## src/rtl/gpio_channel_pkg.sv

```systemverilog
// rtl/gpio_channel_pkg.sv - shared states and sizes for the GPIO channel endpoint.
package gpio_channel_pkg;
  localparam int BYTES_PER_WORD = 4;
  localparam int CNT_W          = 4;
  localparam int IDX_W          = $clog2(BYTES_PER_WORD);

  typedef enum logic [1:0] {
    RX_IDLE,
    RX_WAIT,
    RX_SAMPLE,
    RX_HOLD
  } rx_state_t;

  typedef enum logic [1:0] {
    TX_IDLE,
    TX_SEND,
    TX_GAP,
    TX_WAIT_ACK
  } tx_state_t;
endpackage

```

## src/rtl/flicker_detect.sv

```systemverilog
// rtl/flicker_detect.sv - toggle-to-pulse detector for one flicker line.
// GPIO_CHANNEL_SYNC_EN adds a 2-flop synchronizer ahead of the edge detector.
module flicker_detect (
  input  logic clk,
  input  logic reset_n_i,
  input  logic flicker_i,
  output logic event_o
);
  logic w_in;
  logic r_cur;
  logic r_prev;

`ifdef GPIO_CHANNEL_SYNC_EN
  logic r_sync;

  always_ff @(posedge clk or negedge reset_n_i) begin
    if (!reset_n_i) begin
      r_sync <= 1'b0;
    end else begin
      r_sync <= flicker_i;
    end
  end

  assign w_in = r_sync;
`else
  assign w_in = flicker_i;
`endif

  always_ff @(posedge clk or negedge reset_n_i) begin
    if (!reset_n_i) begin
      r_cur  <= 1'b0;
      r_prev <= 1'b0;
    end else begin
      r_cur  <= w_in;
      r_prev <= r_cur;
    end
  end

  // Either toggle direction is one event.
  assign event_o = r_cur ^ r_prev;
endmodule

```

## src/rtl/gpio_channel_endpoint.sv

```systemverilog
// rtl/gpio_channel_endpoint.sv - flicker-handshaked byte channel to/from 32-bit words.
// Build option GPIO_CHANNEL_SYNC_EN selects synchronized flicker inputs.
module gpio_channel_endpoint
  import gpio_channel_pkg::*;
#(
  parameter int unsigned FLICKER_GAP = 2
) (
  input  logic        clk,
  input  logic        reset_n_i,
  input  logic [7:0]  chan_rx_data_i,
  input  logic        usb_write_flicker_i,
  output logic        pulpino_read_flicker_o,
  output logic [7:0]  chan_tx_data_o,
  output logic        pulpino_write_flicker_o,
  input  logic        usb_read_flicker_i,
  output logic [31:0] rx_word_o,
  output logic        rx_valid_o,
  input  logic        rx_ready_i,
  input  logic [31:0] tx_word_i,
  input  logic        tx_valid_i,
  output logic        tx_ready_o
);
  localparam logic [CNT_W-1:0] GAP      = CNT_W'(FLICKER_GAP);
  localparam logic [IDX_W-1:0] LAST_IDX = IDX_W'(BYTES_PER_WORD - 1);

  logic w_wr_evt;
  logic w_rd_evt;

  flicker_detect u_wr_detect (
    .clk       (clk),
    .reset_n_i (reset_n_i),
    .flicker_i (usb_write_flicker_i),
    .event_o   (w_wr_evt)
  );

  flicker_detect u_rd_detect (
    .clk       (clk),
    .reset_n_i (reset_n_i),
    .flicker_i (usb_read_flicker_i),
    .event_o   (w_rd_evt)
  );

  rx_state_t         r_rx_state, w_rx_next;
  logic [CNT_W-1:0]  r_rx_cnt;
  logic [IDX_W-1:0]  r_rx_idx;
  logic              r_rx_pend;
  logic [31:0]       r_rx_word;
  logic              r_rd_flk;

  always_comb begin
    w_rx_next = r_rx_state;
    case (r_rx_state)
      RX_IDLE:   if (w_wr_evt || r_rx_pend) w_rx_next = RX_WAIT;
      RX_WAIT:   if (r_rx_cnt <= CNT_W'(1)) w_rx_next = RX_SAMPLE;
      RX_SAMPLE: w_rx_next = (r_rx_idx == LAST_IDX) ? RX_HOLD : RX_WAIT;
      RX_HOLD:   if (rx_ready_i) w_rx_next = RX_IDLE;
      default:   w_rx_next = RX_IDLE;
    endcase
  end

  always_ff @(posedge clk or negedge reset_n_i) begin
    if (!reset_n_i) begin
      r_rx_state <= RX_IDLE;
      r_rx_cnt   <= '0;
      r_rx_idx   <= '0;
      r_rx_pend  <= 1'b0;
      r_rx_word  <= '0;
      r_rd_flk   <= 1'b0;
    end else begin
      r_rx_state <= w_rx_next;
      // One request may queue behind a busy word; further ones are dropped.
      if (r_rx_state == RX_IDLE) begin
        r_rx_pend <= 1'b0;
      end else if (w_wr_evt) begin
        r_rx_pend <= 1'b1;
      end
      case (r_rx_state)
        RX_IDLE: if (w_rx_next == RX_WAIT) r_rx_cnt <= GAP;
        RX_WAIT: r_rx_cnt <= r_rx_cnt - 1'b1;
        RX_SAMPLE: begin
          r_rx_word[{r_rx_idx, 3'b000} +: 8] <= chan_rx_data_i;
          r_rd_flk <= ~r_rd_flk;
          r_rx_idx <= r_rx_idx + 1'b1;
          r_rx_cnt <= GAP;
        end
        default: ;
      endcase
    end
  end

  tx_state_t         r_tx_state, w_tx_next;
  logic [CNT_W-1:0]  r_tx_cnt;
  logic [IDX_W-1:0]  r_tx_idx;
  logic [31:0]       r_tx_buf;
  logic [7:0]        r_tx_data;
  logic              r_wr_flk;
  logic              r_tx_en;
  logic              w_tx_ready;

  // r_tx_en keeps ready low through reset and raises it on the first edge after.
  assign w_tx_ready = r_tx_en && (r_tx_state == TX_IDLE);

  always_comb begin
    w_tx_next = r_tx_state;
    case (r_tx_state)
      TX_IDLE:     if (tx_valid_i && w_tx_ready) w_tx_next = TX_SEND;
      TX_SEND:     w_tx_next = TX_GAP;
      TX_GAP:      if (r_tx_cnt <= CNT_W'(1))
                     w_tx_next = (r_tx_idx == '0) ? TX_WAIT_ACK : TX_SEND;
      TX_WAIT_ACK: if (w_rd_evt) w_tx_next = TX_IDLE;
      default:     w_tx_next = TX_IDLE;
    endcase
  end

  always_ff @(posedge clk or negedge reset_n_i) begin
    if (!reset_n_i) begin
      r_tx_state <= TX_IDLE;
      r_tx_cnt   <= '0;
      r_tx_idx   <= '0;
      r_tx_buf   <= '0;
      r_tx_data  <= '0;
      r_wr_flk   <= 1'b0;
      r_tx_en    <= 1'b0;
    end else begin
      r_tx_state <= w_tx_next;
      r_tx_en    <= 1'b1;
      case (r_tx_state)
        TX_IDLE: if (tx_valid_i && w_tx_ready) r_tx_buf <= tx_word_i;
        TX_SEND: begin
          r_tx_data <= r_tx_buf[{r_tx_idx, 3'b000} +: 8];
          r_wr_flk  <= ~r_wr_flk;
          r_tx_idx  <= r_tx_idx + 1'b1;
          r_tx_cnt  <= GAP;
        end
        TX_GAP: r_tx_cnt <= r_tx_cnt - 1'b1;
        TX_WAIT_ACK: if (w_rd_evt) r_tx_data <= '0;
        default: ;
      endcase
    end
  end

  assign pulpino_read_flicker_o  = r_rd_flk;
  assign pulpino_write_flicker_o = r_wr_flk;
  assign chan_tx_data_o          = r_tx_data;
  assign rx_word_o               = r_rx_word;
  assign rx_valid_o              = (r_rx_state == RX_HOLD);
  assign tx_ready_o              = w_tx_ready;
endmodule

```

## config.mk

```make
export PLATFORM = sky130hd
export DESIGN_NAME = gpio_channel_endpoint
export DESIGN_NICKNAME = d
export VERILOG_FILES = /design/src/rtl/gpio_channel_pkg.sv /design/src/rtl/flicker_detect.sv /design/src/rtl/gpio_channel_endpoint.sv
export SDC_FILE = /design/constraint.sdc
export NUM_CORES = 1
export LEC_CHECK = 0
export CAP_MARGIN = 30
export CORE_MARGIN = 5
export CORE_UTILIZATION = 50
export CTS_BUF_LIST = sky130_fd_sc_hd__clkbuf_16
export DETAILED_ROUTE_END_ITERATION = 10
export PLACE_DENSITY_LB_ADDON = 0.2
export SLEW_MARGIN = 10
export SYNTH_ARGS = -nofsm -noshare
export SYNTH_HDL_FRONTEND = slang
export SYNTH_SLANG_ARGS = --single-unit
export TNS_END_PERCENT = 10
```

## constraint.sdc

```tcl
create_clock -name clk -period 1.9 [get_ports clk]
set_input_delay 0.19 -clock clk [delete_from_list [all_inputs] [get_ports clk]]
set_output_delay 0.19 -clock clk [all_outputs]
set_load 0.02 [all_outputs]
```

==> flow_summary.ini <==
[status]
outcome = finished clean

[detailed_routing]
antenna_left = 0
drt_iter0_markers = 57
firstDrtPassIters = 5
vias_per_cell = 5.38
drc_errors = 0
vias = 2689
wirelength_mm = 8.60
wl_per_cell_um = 17.2

[critical_path]
ff2ff_path_depth = 6
reg2reg_to = r_tx_buf[28]
critical_path_class = reg -> out
worstPathArrival_ns = 1.60
reg2reg_from = r_tx_state[1]
required_ns = 1.71
reg2reg_slack_ns = 0.20
crit_fanout = 10
cp-end-kind = primary output
critPathLaunchType = flip-flop

[layout]
final_nets = 450
area_growth_pct = 33.1
final_area_sq_um = 5430
antennaDiodeCount = 0
drive_gt1_share_pct = 17.7

[yosys]
yosysSeqAreaShare_pct = 58.9
yosys.area_share.simple_pct = 6.32
synth_area_sq_um = 4080
synth_top_area_share_pct = 58.9
yosys-top-cells-count = 96 x dfrtp_1, 41 x a22o_1, 32 x mux2_2
yosysTopAreaCell = dfrtp_1
netlist_instances = 292
async_flop_share_pct = 100
synth_ff_type = dfrtp_1
synthMostInstantiatedCell = dfrtp_1
syn-mean-instance-area_sq_um = 14.0
yosys-mux-area-fraction_pct = 13.7
yosys_register_bits = 96
yosys.area_share.adder_pct = 4.30
synth-compound-area-share_pct = 12.5
synth.distinct_cells = 40
yosys-top-cells-area = dfrtp_1 59%, mux2_2 8.8%, a22o_1 8.8%
synthXorXnorAreaFrac_pct = 1.29
synth_top_family_by_area = multiplexers
synth_nets = 352
synth-edff-count = 0
yosysWarnings = 0

[sta]
finalSetupViolCount = 0
min_period_ns = 1.79
rsz0062_at_grt = false
slew-limit-headroom_pct = 55.7
tightest_slew_ns = 0.663
fin_crit_sh_pct = 94.0
fmax_mhz = 560
finalHoldViolCount = 0
hold_slack_ns = 0.278
setup_tns_ns = 0
slew_violations = 0
fin_skew_ns = 0.00850

[placed_design]
gp_congestion = 0.755
dp_hpwl_mm = 6.27
place_area_sq_um = 5140
portBuffers = 89

[floorplanning]
die_area_sq_um = 10100
rows = 33
initial_utilization_pct = 50.4
core-area_sq_um = 8090
die_width_um = 100
die_h_um = 100
io_pins = 90

[clock_network]
cts_max_level = 3
clk_latency_ns = 0.33
cts_setup_buffers = 0
cts.clk_slew.worst_paths_ns = 0.07
cts_made_buffers = 9
tritoncts = yes
clock_sinks = 96
cts.path.max_buffers = 2
cts_root_buffer = clkbuf_16

[power_and_ir_drop]
vdd_drop_max_mv = 0.868
intPower_uw = 5980
power_uw = 9120
p_comb_share_pct = 42.9
switching_share_pct = 34.5
power_density_nw_per_um2 = 1680
power_frac_clock_pct = 18.3
p_seq_share_pct = 38.8
leakage_uw = 0.00240
switchingPower_uw = 3140

[global_routing]
grt_max_degree = 44
grt-ovfl-total = 0
grt_pass1_wl_mm = 14.4
antenna_found_initial = 1
first_global_vias = 2802
grt_util_all_layers_pct = 18.1

[min_path]
min_path_type = in -> async

[run]
cap_violations = 0
-- area by class of cell --
type	count	area, sq um
Clock buffer	9	225
Clock inverter	7	56.3
Fill cell	625	2660
Inverter	14	52.6
Multi-Input combinational cell	170	1560
Sequential cell	96	2400
Tap cell	105	131
Timing Repair Buffer	99	1000
-- worst max-delay path by stage --
stage	slack, ns	from	to
CTS	0.02	r_rx_state[0]	rx_valid_o
global route	0.02	r_rx_state[1]	rx_valid_o
global placement	0.25	r_tx_state[0]	r_tx_buf[27]
floorplan	0.19	r_tx_state[1]	r_tx_buf[10]
detailed placement	0.21	r_tx_state[1]	r_tx_buf[28]
finish	0.11	r_rx_state[1]	rx_valid_o
-- per-stage QoR --
stage / utilization, % / std cells / worst slack (ns)
after floorplan: - / 292 / 0.194
after global placement: 63.5 / 483 / 0.251
after detailed placement: 63.5 / 483 / 0.206
after CTS: 67.1 / 500 / 0.0205
after global routing: 67.1 / 500 / 0.0208
final: 67.1 / 500 / 0.114
-- layer usage --
metal / share of wire, % / track usage, % / vias to the layer above
met5: 0.17 / 0 / -
met4: 0.66 / 5.28 / 2
met3: 6.7 / 5.42 / 8
met2: 47 / 28.3 / 78
met1: 45 / 24.5 / 1346
li1: - / - / 1255
-- layout by cell type, fill, tap and decap left out, types with 3 or more instances in the layout --
cell type,synthesis,layout
a22o_1,41,41
xor2_1,4,4
nor3_1,3,3
mux4_2,8,8
ha_1,14,14
buf_12,0,3
dfrtp_1,96,95
nand2_1,14,14
o21ai_0,9,9
clkbuf_16,0,9
mux2_2,32,32
nor2_1,9,9
a21oi_1,4,4
clkdlybuf4s50_1,0,87
nand2b_1,3,3
buf_4,1,7
inv_1,14,15
-- worst max-delay path, cell delays in order (launching register included) --
cell	delay, ns
dfrtp_1	0.48
and2_1	0.18
clkdlybuf4s50_1	0.60
-- kinds of logic (layout without fill, tap and decap cells) --
group	after synthesis	after routing
flops	96	96
compound gates	64	64
simple gates	43	43
mux	42	42
buf+inv	26	129
fa+ha+maj	14	14
xor+xnor	6	6
other cells	1	1
-- state kept, by name, indices dropped and copies added (netlist names), 2 cells and up --
signal / count
r_tx_state: 2
r_tx_cnt: 4
r_tx_idx: 2
rx_word_o: 32
r_rx_state: 2
r_rx_cnt: 4
r_rx_idx: 2
r_tx_buf: 32
chan_tx_data_o: 8
-- power by group through the flow --
stage | Sequential [uW] | Combinational (uW) | Clock [uW]
after floorplan | 3850 | 2130 | 0
after global placement | 3540 | 3820 | 0
after CTS | 3540 | 3960 | 1720
after detailed placement | 3560 | 3950 | 0
after global routing | 3680 | 4220 | 1800
final | 3540 | 3910 | 1670
-- repair_timing --
| action | in CTS | in global routing |
|---|---|---|
| resized for setup | 1 | 1 |
| hold buffers | 1 | 0 |
| endpoints found under the hold margin | 17 | 0 |
| pin swaps | 0 | 0 |
| endpoints found under the setup margin | 1 | 1 |
Note: power is estimated with default switching activity, not from simulation.
